<file path="src/rtl/matrix_strip_rx.sv">
// Two-wire LED-strip receiver: hunts the all-zero start frame, then deserialises 32-bit LED words.
// Optional build macro MATRIX_RX_SNAKE_EN remaps pix_index to undo serpentine row wiring.
module matrix_strip_rx #(
    parameter int NUM_LEDS     = 64,
    parameter int START_BITS   = 32,
    parameter int IDLE_TIMEOUT = 4096
) (
    input  logic        clk,
    input  logic        reset,
    input  logic        sclk_in,
    input  logic        sdat_in,
    output logic [31:0] pix_data,
    output logic        pix_valid,
    output logic [5:0]  pix_index,
    output logic        frame_done,
    output logic        frame_error,
    output logic        in_frame
);
    localparam int ZW = $clog2(START_BITS + 1);
    localparam int TW = $clog2(IDLE_TIMEOUT + 1);

    localparam logic [1:0] ST_IDLE  = 2'd0;
    localparam logic [1:0] ST_SYNC  = 2'd1;
    localparam logic [1:0] ST_PIXEL = 2'd2;
    localparam logic [1:0] ST_TAIL  = 2'd3;

    localparam logic [5:0]    LAST_WORD = 6'(NUM_LEDS - 1);
    localparam logic [ZW-1:0] ZERO_LAST = ZW'(START_BITS - 1);
    localparam logic [TW-1:0] TMO_LAST  = TW'(IDLE_TIMEOUT - 1);

    logic [1:0]    state_q, state_d;
    logic          sclk_q;
    logic [31:0]   shift_q, shift_d;
    logic [4:0]    bit_cnt_q, bit_cnt_d;
    logic [5:0]    word_cnt_q, word_cnt_d;
    logic [ZW-1:0] zero_cnt_q, zero_cnt_d;
    logic [TW-1:0] tmo_q, tmo_d;
    logic [31:0]   pix_data_q, pix_data_d;
    logic [5:0]    pix_index_q, pix_index_d;
    logic          pix_valid_q, pix_valid_d;
    logic          frame_done_q, frame_done_d;
    logic          frame_error_q, frame_error_d;

    logic          bit_event;
    logic [31:0]   word_w;

    function automatic logic [5:0] map_index(input logic [5:0] i);
`ifdef MATRIX_RX_SNAKE_EN
        // Even rows run right-to-left on the strip, so mirror the column.
        return i[3] ? i : {i[5:3], ~i[2:0]};
`else
        return i;
`endif
    endfunction

    assign bit_event = sclk_q & ~sclk_in;
    assign word_w    = {shift_q[30:0], sdat_in};

    always_comb begin
        state_d       = state_q;
        shift_d       = shift_q;
        bit_cnt_d     = bit_cnt_q;
        word_cnt_d    = word_cnt_q;
        zero_cnt_d    = zero_cnt_q;
        tmo_d         = tmo_q;
        pix_data_d    = pix_data_q;
        pix_index_d   = pix_index_q;
        pix_valid_d   = 1'b0;
        frame_done_d  = 1'b0;
        frame_error_d = 1'b0;

        if (bit_event) begin
            tmo_d = '0;
            case (state_q)
                ST_IDLE, ST_TAIL: begin
                    if (sdat_in) begin
                        zero_cnt_d = '0;
                    end else if (zero_cnt_q == ZERO_LAST) begin
                        zero_cnt_d = '0;
                        state_d    = ST_SYNC;
                    end else begin
                        zero_cnt_d = zero_cnt_q + ZW'(1);
                    end
                end
                ST_SYNC: begin
                    if (sdat_in) begin
                        shift_d    = 32'd1;
                        bit_cnt_d  = 5'd1;
                        word_cnt_d = '0;
                        state_d    = ST_PIXEL;
                    end
                end
                default: begin
                    shift_d   = word_w;
                    bit_cnt_d = bit_cnt_q + 5'd1;
                    if (bit_cnt_q == 5'd31) begin
                        if (word_w[31:29] == 3'b111) begin
                            pix_valid_d = 1'b1;
                            pix_data_d  = word_w;
                            pix_index_d = map_index(word_cnt_q);
                            word_cnt_d  = word_cnt_q + 6'd1;
                            if (word_cnt_q == LAST_WORD) begin
                                frame_done_d = 1'b1;
                                word_cnt_d   = '0;
                                zero_cnt_d   = '0;
                                state_d      = ST_TAIL;
                            end
                        end else begin
                            // An all-zero word is a fresh start frame; anything else is garbage.
                            frame_error_d = 1'b1;
                            word_cnt_d    = '0;
                            zero_cnt_d    = '0;
                            state_d       = (word_w == 32'd0) ? ST_SYNC : ST_IDLE;
                        end
                    end
                end
            endcase
        end else if (tmo_q == TMO_LAST) begin
            tmo_d         = '0;
            state_d       = ST_IDLE;
            shift_d       = '0;
            bit_cnt_d     = '0;
            word_cnt_d    = '0;
            zero_cnt_d    = '0;
            frame_error_d = (state_q == ST_PIXEL);
        end else begin
            tmo_d = tmo_q + TW'(1);
        end
    end

    always_ff @(posedge clk) begin
        if (reset) begin
            state_q       <= ST_IDLE;
            sclk_q        <= 1'b0;
            shift_q       <= '0;
            bit_cnt_q     <= '0;
            word_cnt_q    <= '0;
            zero_cnt_q    <= '0;
            tmo_q         <= '0;
            pix_data_q    <= '0;
            pix_index_q   <= '0;
            pix_valid_q   <= 1'b0;
            frame_done_q  <= 1'b0;
            frame_error_q <= 1'b0;
        end else begin
            state_q       <= state_d;
            sclk_q        <= sclk_in;
            shift_q       <= shift_d;
            bit_cnt_q     <= bit_cnt_d;
            word_cnt_q    <= word_cnt_d;
            zero_cnt_q    <= zero_cnt_d;
            tmo_q         <= tmo_d;
            pix_data_q    <= pix_data_d;
            pix_index_q   <= pix_index_d;
            pix_valid_q   <= pix_valid_d;
            frame_done_q  <= frame_done_d;
            frame_error_q <= frame_error_d;
        end
    end

    assign pix_data    = pix_data_q;
    assign pix_index   = pix_index_q;
    assign pix_valid   = pix_valid_q;
    assign frame_done  = frame_done_q;
    assign frame_error = frame_error_q;
    assign in_frame    = (state_q == ST_SYNC) || (state_q == ST_PIXEL);

endmodule

</file>
<file path="config.mk">
export PLATFORM = sky130hd
export DESIGN_NAME = matrix_strip_rx
export DESIGN_NICKNAME = d
export VERILOG_FILES = /design/src/rtl/matrix_strip_rx.sv
export SDC_FILE = /design/constraint.sdc
export NUM_CORES = 1
export LEC_CHECK = 0
export ABC_AREA = 1
export CAP_MARGIN = 10
export CORE_ASPECT_RATIO = 1.1
export CORE_MARGIN = 2
export CORE_UTILIZATION = 51
export DETAILED_ROUTE_END_ITERATION = 8
export GPL_ROUTABILITY_DRIVEN = 0
export PLACE_DENSITY = 0.75
export SYNTH_ARGS = -nofsm -noshare
export SYNTH_HDL_FRONTEND = slang
export SYNTH_SLANG_ARGS = --single-unit
</file>
<file path="constraint.sdc">
create_clock -name clk -period 1.8 [get_ports clk]
set_clock_uncertainty 0.1 [all_clocks]
set_input_delay 0.36 -clock clk [delete_from_list [all_inputs] [get_ports clk]]
set_output_delay 0.36 -clock clk [all_outputs]
set_load 0.01 [all_outputs]
</file>
# Word-level counts from Yosys, hierarchy flattened
# Cells that the tools add are included.
[word_totals]
ff_bits = 105
input_bits = 4
output_inout_bits = 42
[classes]
n_addsub = 4
eq_ne = 18
n_mux = 39
bitwise = 6
reduce_logical = 14
[ops]
columns = ["op", "n"]
rows = [
  ["$mux 31", 3],
  ["$mux 6", 12],
  ["$pmux 31 s2", 1],
  ["$logic_not 32->1", 1],
  ["$pmux 6 s2", 2],
  ["$mux 2", 8],
  ["$mux 5", 3],
  ["$add 13x1->13 const B", 1],
  ["$eq 13x12->1 const B", 1],
  ["$add 6x1->6 const B", 2],
  ["$reduce_and 4->1", 3],
  ["$pmux 5 s2", 1],
  ["$ne 3x3->1 const B", 3],
  ["$mux 1", 8],
  ["$reduce_or 7->1", 1],
  ["$eq 6x5->1 const B", 1],
  ["$eq 6x6->1 const B", 1],
  ["$ne 3x1->1 const B", 2],
  ["$reduce_and 6->1", 1],
  ["$reduce_or 3->1", 2],
  ["$reduce_or 6->1", 1],
  ["$add 5x1->5 const B", 1],
  ["$eq 5x5->1 const B", 1],
  ["$ne 5x2->1 const B", 1],
  ["14 further kinds", 20],
]

# Longest topological paths before layout
# Gate-level depths: netlist of run 1.
[logic_depth]
word_depth = 6
ltp_mapped = 13
depth_no_buf = 13

# Worst setup path before layout of run 1
# Ideal clock, no wire load.
[synth_path]
path_kind = "reg-to-reg"
from = "register bit_cnt_q[0]"
to = "register word_cnt_q[3]"
setup_time_ps = 116
arrival_ps = 1570
required_time_ps = 1584
setup_slack_ps = 15
stages_incl_launch_ff = 12
path_buffers = 0
cell_sequence = "dfxtp_1 ha_1 nand2_1 nor2_1 ha_1 inv_1 nand2_1 nor2_1 nor2_2 nand3_1 o21ai_1 nor2_1"
[synth_via]
elab_chain_len = 3
[synth_rtl]
columns = ["element", "line_no", "rtl"]
rows = [
  ["start: declaration", "34", "logic [4:0] bit_cnt_q, bit_cnt_d;"],
  ["start signal: assignment", "149", "bit_cnt_q <= bit_cnt_d;"],
  ["$eq 5x5->1", "96", "if (bit_cnt_q == 5'd31) begin"],
  ["$ne 3x1->1 (no line)", "-", ""],
  ["$reduce_and 4->1 (no line)", "-", ""],
  ["end signal: assignment", "150", "word_cnt_q <= word_cnt_d;"],
  ["end: declaration", "35", "logic [5:0] word_cnt_q, word_cnt_d;"],
]
# No other way between the ends.
# A chain may end at the register's enable or synchronous reset.

# Worst setup path in the final report of run 1
[layout_path]
from = "register state_q[0]"
to = "register pix_data_q[5] (netlist: pix_data[5])"
[layout_via]
elab_chain_len = 4
[layout_rtl]
columns = ["element", "line_no", "rtl"]
rows = [
  ["start: declaration", "31", "logic [1:0] state_q, state_d;"],
  ["start signal: assignment", "146", "state_q <= state_d;"],
  ["$eq 2x1->1 (tied with other cells)", "74", "case (state_q)"],
  ["$reduce_or 3->1 (no line) *", "-", ""],
  ["$not 1->1 (no line) *", "-", ""],
  ["$reduce_and 4->1 (no line) *", "-", ""],
  ["end signal: assignment", "153", "pix_data_q <= pix_data_d;"],
  ["end: declaration", "38", "logic [31:0] pix_data_q, pix_data_d;"],
]
# Every way passes the cells marked *; elsewhere a longest branch is shown, timed or not.

==> results of run 1 <==
cell families after synthesis:
family	count (synthesis)	share of synthesized area, %
AND/OR/NAND/NOR	432	37.7
flip-flops	105	44.7
buffers and inverters	73	7.45
AO/OA/AOI/OAI	61	6.50
XOR/XNOR	8	1.49
adder cells (fa/ha/maj)	8	2.13
power groups by stage:
stage	logic, W	registers [W]	clock network (W)
final	0.000448	0.00243	0.00146
after global routing	0.000495	0.00244	0.00156
after CTS	0.000393	0.00242	0.00149
after detailed placement	0.000362	0.00247	0
after global placement	0.000352	0.00247	0
after floorplan	0.000247	0.00246	0
worst min-delay path: stages (launching register included):
cell	delay (ns)
dfxtp_1	0.33
nand2_1	0.06
nand2_1	0.04
state kept, by name, summed over array words and instances (netlist names):
register / cells
tmo_q: 13
bit_cnt_q: 5
state_q: 2
pix_index: 6
sclk_q: 1
pix_valid: 1
pix_data: 32
shift_q: 31
zero_cnt_q: 6
frame_done: 1
word_cnt_q: 6
frame_error: 1
metrics by stage:
step	util [%]	instances	hold slack (ns)	worst slack (ns)
CTS	66.8	893	0.363	0.000661
floorplan	-	687	0.330	0.0147
detailed placement	62.7	868	0.344	-0.439
global placement	62.7	868	0.341	-0.384
global route	73.1	908	0.386	-0.134
finish	73.1	908	0.364	-0.0544
routing by layer:
metal	track usage (%)	up-vias
li1	-	2339
met1	27.2	2180
met2	38.7	112
met3	4.11	27
met4	7.35	0
met5	0	-
final cells by class:
cell class / instances / area (sq um)
repair buffers: 120 / 1280
clock buffers: 11 / 151
flip-flops and latches: 105 / 2130
clock inverters: 5 / 46.3
fillers: 632 / 2400
multi-input cells: 509 / 2600
well taps: 114 / 143
inverters: 44 / 170
worst max-delay path by stage:
stage | to | slack, ns | from
after floorplan | word_cnt_q[3]$_SDFFE_PP0P_ | 0.01 | bit_cnt_q[0]$_SDFFE_PP0P_
after global placement | zero_cnt_q[3]$_SDFFE_PP0P_ | -0.38 | sclk_in
after detailed placement | shift_q[14]$_SDFFE_PP0P_ | -0.44 | sclk_in
after CTS | pix_data[2]$_SDFFE_PP0P_ | 0.0007 | bit_cnt_q[0]$_SDFFE_PP0P_
after global routing | pix_data[5]$_SDFFE_PP0P_ | -0.13 | state_q[0]$_SDFFE_PP0P_
final | pix_data[5]$_SDFFE_PP0P_ | -0.05 | state_q[0]$_SDFFE_PP0P_
layout by cell type, fill, tap and decap left out, types with 11 or more instances in the layout:
master | Yosys | final
nor2_1 | 204 | 177
nand2_1 | 181 | 170
dfxtp_1 | 105 | 92
buf_4 | 0 | 49
clkdlybuf4s50_1 | 0 | 39
inv_1 | 43 | 34
o21ai_2 | 0 | 20
nor2_2 | 2 | 19
nand3_1 | 20 | 18
o21ai_0 | 42 | 16
nor2_4 | 3 | 13
a21oi_1 | 17 | 13
clkbuf_8 | 0 | 11
what timing repair did:
action,in CTS,in global routing
hold buffers,0,0
endpoints found under the hold margin,0,0
gates resized for setup,27,140
cloned,2,7
pin swaps,6,45
setup endpoints to repair,63,90
setup buffers,8,10
==> impl_metrics.yaml, run 1 <==
min_path:
  holdPathStages: 2
  hp-start: "pix_data[31]$_SDFFE_PP0P_"
  hp-class: "reg2reg"
  hold_end: "pix_data[31]$_SDFFE_PP0P_"
power:
  pwr-share-seq_pct: 56.1
  power_w: 0.00434
  swShare_pct: 26.9
  p_switching_w: 0.00116
  pwr-share-clk_pct: 33.6
  power_density_nw_per_um2: 665
  ir_worst_vdd_mv: 0.466
  p_leak_nw: 2.92
  intPower_w: 0.00317
  comb_power_share_pct: 10.3
sta:
  setup_viol: 29
  rsz0062_at_grt: "yes"
  min_period_ns: 1.85
  drv_slew: 0
  hold_viol_final: 0
  slew_headroom_pct: 78.1
  max_clock_freq_ghz: 0.539
  fin_ws_ns: -0.0544
  worstMarginPinSlew_ns: 0.328
  fin_setup_tns_ns: -0.468
  fin_crit_sh_pct: 103
drt:
  top_layer: "met4"
  vias: 4658
  drtAntennaViolNets: 0
  wl_met3_um: 499
  routed-wl-met2_um: 6390
  drt_iter0_drc: 220
  via_per_inst: 5.13
  drc: 0
  routedLengthMet1_um: 5270
  totalWireLength_um: 12500
  drtPass1Iterations: 4
  wl_per_cell_um: 13.7
floorplanning:
  die_h_um: 105
  fp.dieW_um: 95.5
  coreArea_sq_um: 8920
  start_util_pct: 52.7
  placementRows: 36
  die_area_sq_um: 10000
  ios: 46
synth:
  seq_area_frac_synth_pct: 44.7
  syn_avg_cell_area_sq_um: 6.84
  netlist.area_leader.share_pct: 44.7
  syn_inst: 687
  synth_edf_count: 0
  ys.flop_type: "dfxtp_1"
  syn-cell-area_sq_um: 4700
  synth_top_area_cell: "dfxtp_1"
  synthArstFlopShare_pct: 0
  synthTopCellsByArea: "dfxtp_1 45%, nor2_1 16%, nand2_1 14%, o21ai_0 4.5%, inv_1 3.4%"
  netlist_top_cells_count: "204 x nor2_1, 181 x nand2_1, 105 x dfxtp_1, 43 x inv_1, 42 x o21ai_0"
  synth_nets: 699
  ys_warn_count: 0
  synth-seq-cells: 105
  yosysMostFrequentCell: "nor2_1"
  synth_cell_types: 29
worst_setup_path:
  start_kind: "register"
  max_stage_delay_ns: 0.35
  criticalPathCategory: "reg2reg"
  cp_top_family: "buffers and inverters"
  reg2reg_to: "pix_data[5]$_SDFFE_PP0P_"
  r2r_setup_slack_ns: -0.05
  worstSetupPathDepth: 11
  cp_cell_sequence: "inv_2 -> buf_4 -> ha_2 -> inv_1 -> nor2_4 -> nand2_4 -> nor2_4 -> buf_6 -> clkbuf_16 -> o21ai_1 -> nor2_1"
  end_kind: "register"
  rr_worst_depth: 11
  path_buf_inv: 5
  cpMaxStageDelayCell: "dfxtp_2"
  reg2reg_from: "state_q[0]$_SDFFE_PP0P_"
  required_ns: 2.02
  cp_max_fo: 5
  cpMostUsedCell: "nor2_4"
  arrival_ns: 2.07
placed_design:
  port_buffers: 45
  post_dp_cell_area_sq_um: 5590
  hpwl_um: 6980
global_route:
  gr-usage-all-layers_pct: 22.2
  antenna_found_initial: 0
  grt_first_pass_wirelength_um: 18100
  grt_pass1_vias: 4124
  grt_max_degree: 62
  grt_overflow_total: 0
clock_tree:
  cts_buffer_depth: 2
  cts_tree: "built"
  cts_buffers: 9
  clk_pin_slew_ns: 0.10
  clock-sinks: 105
  clk_latency_ns: 0.38
  h-tree-depth: 3
  root_buffer: "clkbuf_8"
cells_and_area:
  num_antenna_cells: 0
  drive_above_1_share_pct: 25.2
  final_area_sq_um: 6520
  nets: 801
  syn2layout_area_growth_pct: 38.7
run:
  maxCapViolCount: 0
outcome:
  status: "finished with violations"
  violations: "setup timing"
(Power assumes the default switching activity.)
==> run 2: changes to the inputs <==
PLACE_DENSITY = 0.79   (was 0.75)
==> run 2 against run 1 <==
Critical path type unchanged. Worst hold slack worse by 0.0017 ns. Largest power group unchanged. The run still ends with setup timing left. Worst setup slack worse by 0.073 ns. Utilization is 2.7 points higher. Flip-flop and latch count stayed put. Largest cell class unchanged. Critical path depth is 2 higher. Final cell count is 0.66% higher.
==> impl_metrics.yaml, run 2 (same netlist as run 1, synthesis figures left out) <==
clock_tree:
  clk_latency_ns: 0.39
  clock-sinks: 105
  clk_pin_slew_ns: 0.11
  h-tree-depth: 3
  cts_tree: "built"
  cts_buffers: 9
  root_buffer: "clkbuf_8"
  cts_buffer_depth: 2
floorplanning:
  coreArea_sq_um: 8920
  fp.dieW_um: 95.5
  die_area_sq_um: 10000
  ios: 46
  placementRows: 36
  start_util_pct: 52.7
  die_h_um: 105
run:
  maxCapViolCount: 0
sta:
  fin_crit_sh_pct: 107
  worstMarginPinSlew_ns: 0.392
  fin_ws_ns: -0.127
  drv_slew: 0
  slew_headroom_pct: 73.6
  setup_viol: 62
  min_period_ns: 1.93
  whs_ns: 0.362
  hold_viol_final: 0
  max_clock_freq_ghz: 0.519
  rsz0062_at_grt: "yes"
worst_setup_path:
  cp_cell_sequence: "ha_4 -> nand2_4 -> nor2_2 -> ha_2 -> inv_2 -> nand2_4 -> nor2_4 -> nor2_4 -> buf_6 -> nand4_1 -> nand2_1 -> inv_1 -> nor2_1"
  max_stage_delay_ns: 0.38
  required_ns: 2.02
  start_kind: "register"
  arrival_ns: 2.15
  criticalPathCategory: "reg2reg"
  cp_max_fo: 4
  end_kind: "register"
  cpMaxStageDelayCell: "dfxtp_2"
drt:
  drc: 0
  drtAntennaViolNets: 0
  totalWireLength_um: 15100
  via_per_inst: 5.52
  drtPass1Iterations: 5
  drt_iter0_drc: 287
  wl_per_cell_um: 16.5
  vias: 5041
min_path:
  hp-class: "reg2reg"
cells_and_area:
  nFillCells: 582
  largest_reg_flops: 32
  nets: 807
  num_antenna_cells: 0
  drive_above_1_share_pct: 29.4
  syn2layout_area_growth_pct: 43.8
  layout.area.seq_sq_um: 2120
  final_common_cell: "nor2_1"
  mostFrequentLayoutCells: "176 x nor2_1, 127 x nand2_1, 91 x dfxtp_1, 53 x buf_4, 42 x clkdlybuf4s50_1"
  multi_input_area_sq_um: 2750
  fin_cells: 914
power:
  power_density_nw_per_um2: 656
  power_w: 0.00443
  p_leak_nw: 2.94
  ir_worst_vdd_mv: 0.424
global_route:
  grt_first_pass_wirelength_um: 18700
  gr-usage-all-layers_pct: 22.6
  grt_overflow_total: 0
  antenna_found_initial: 0
  grt_max_degree: 62
  grt_pass1_vias: 4453
placed_design:
  port_buffers: 45
  hpwl_um: 7080
  placed_cells: 867
  pre_cts_slack_ns: -0.368
outcome:
  status: "finished with violations"
  violations: "setup timing"
run 2: final cells by class:
type,count,share of cell area [%]
clock buffer,9,1.83
sequential,105,31.4
timing repair buffer,126,20.5
inverter,44,2.55
tap,114,2.11
clock inverter,7,0.944
multi-input combinational,509,40.6
run 2: repair_timing:
item	4_1_cts	5_1_grt
pin swaps	4	58
buffers inserted	6	15
cloned	2	10
gates resized for setup	31	157
hold buffers	0	0
setup endpoints to repair	47	92
run 2: critical path, delay by kind of cell, from the launching register on:
family / cells / cell delay, ns
AND/OR/NAND/NOR: 8 / 0.74
flip-flops: 1 / 0.38
adder cells (fa/ha/maj): 2 / 0.38
buffers and inverters: 3 / 0.25
run 2: final timing paths:
path | from | to | slack (ns) | depth (start not counted)
worst min-delay path | pix_data[31]$_SDFFE_PP0P_ | pix_data[31]$_SDFFE_PP0P_ | 0.36 | 2
worst min register to register | pix_data[31]$_SDFFE_PP0P_ | pix_data[31]$_SDFFE_PP0P_ | 0.36 | 2
worst max-delay path | bit_cnt_q[1]$_SDFFE_PP0P_ | word_cnt_q[4]$_SDFFE_PP0P_ | -0.13 | 13
worst max register to register | bit_cnt_q[1]$_SDFFE_PP0P_ | word_cnt_q[4]$_SDFFE_PP0P_ | -0.13 | 13
run 2: stage by stage:
step	setup TNS (ns)	cell area, sq um	utilization (%)
after detailed placement	-27.59	5580	62.6
after global routing	-7.31	6760	75.8
after CTS	-0.00224	5980	67.0
final	-2.37	6760	75.8
after floorplan	0	4700	-
after global placement	-23.13	5580	62.6
run 2: power by group:
part	switching (W)	internal, W	total (W)	leakage, nW
Clock	0.000931	0.000534	0.00146	0.0987
Sequential	0.0000596	0.00237	0.00243	0.858
Combinational	0.000302	0.000233	0.000534	1.99
run 2: per-layer routing:
metal	vias to the layer above	wire length (um)	global-route usage, %
met3	67	849	5.12
met2	238	7760	40.2
met1	2394	5780	26.5
met4	0	685	6.53
li1	2342	-	-
met5	-	0	0
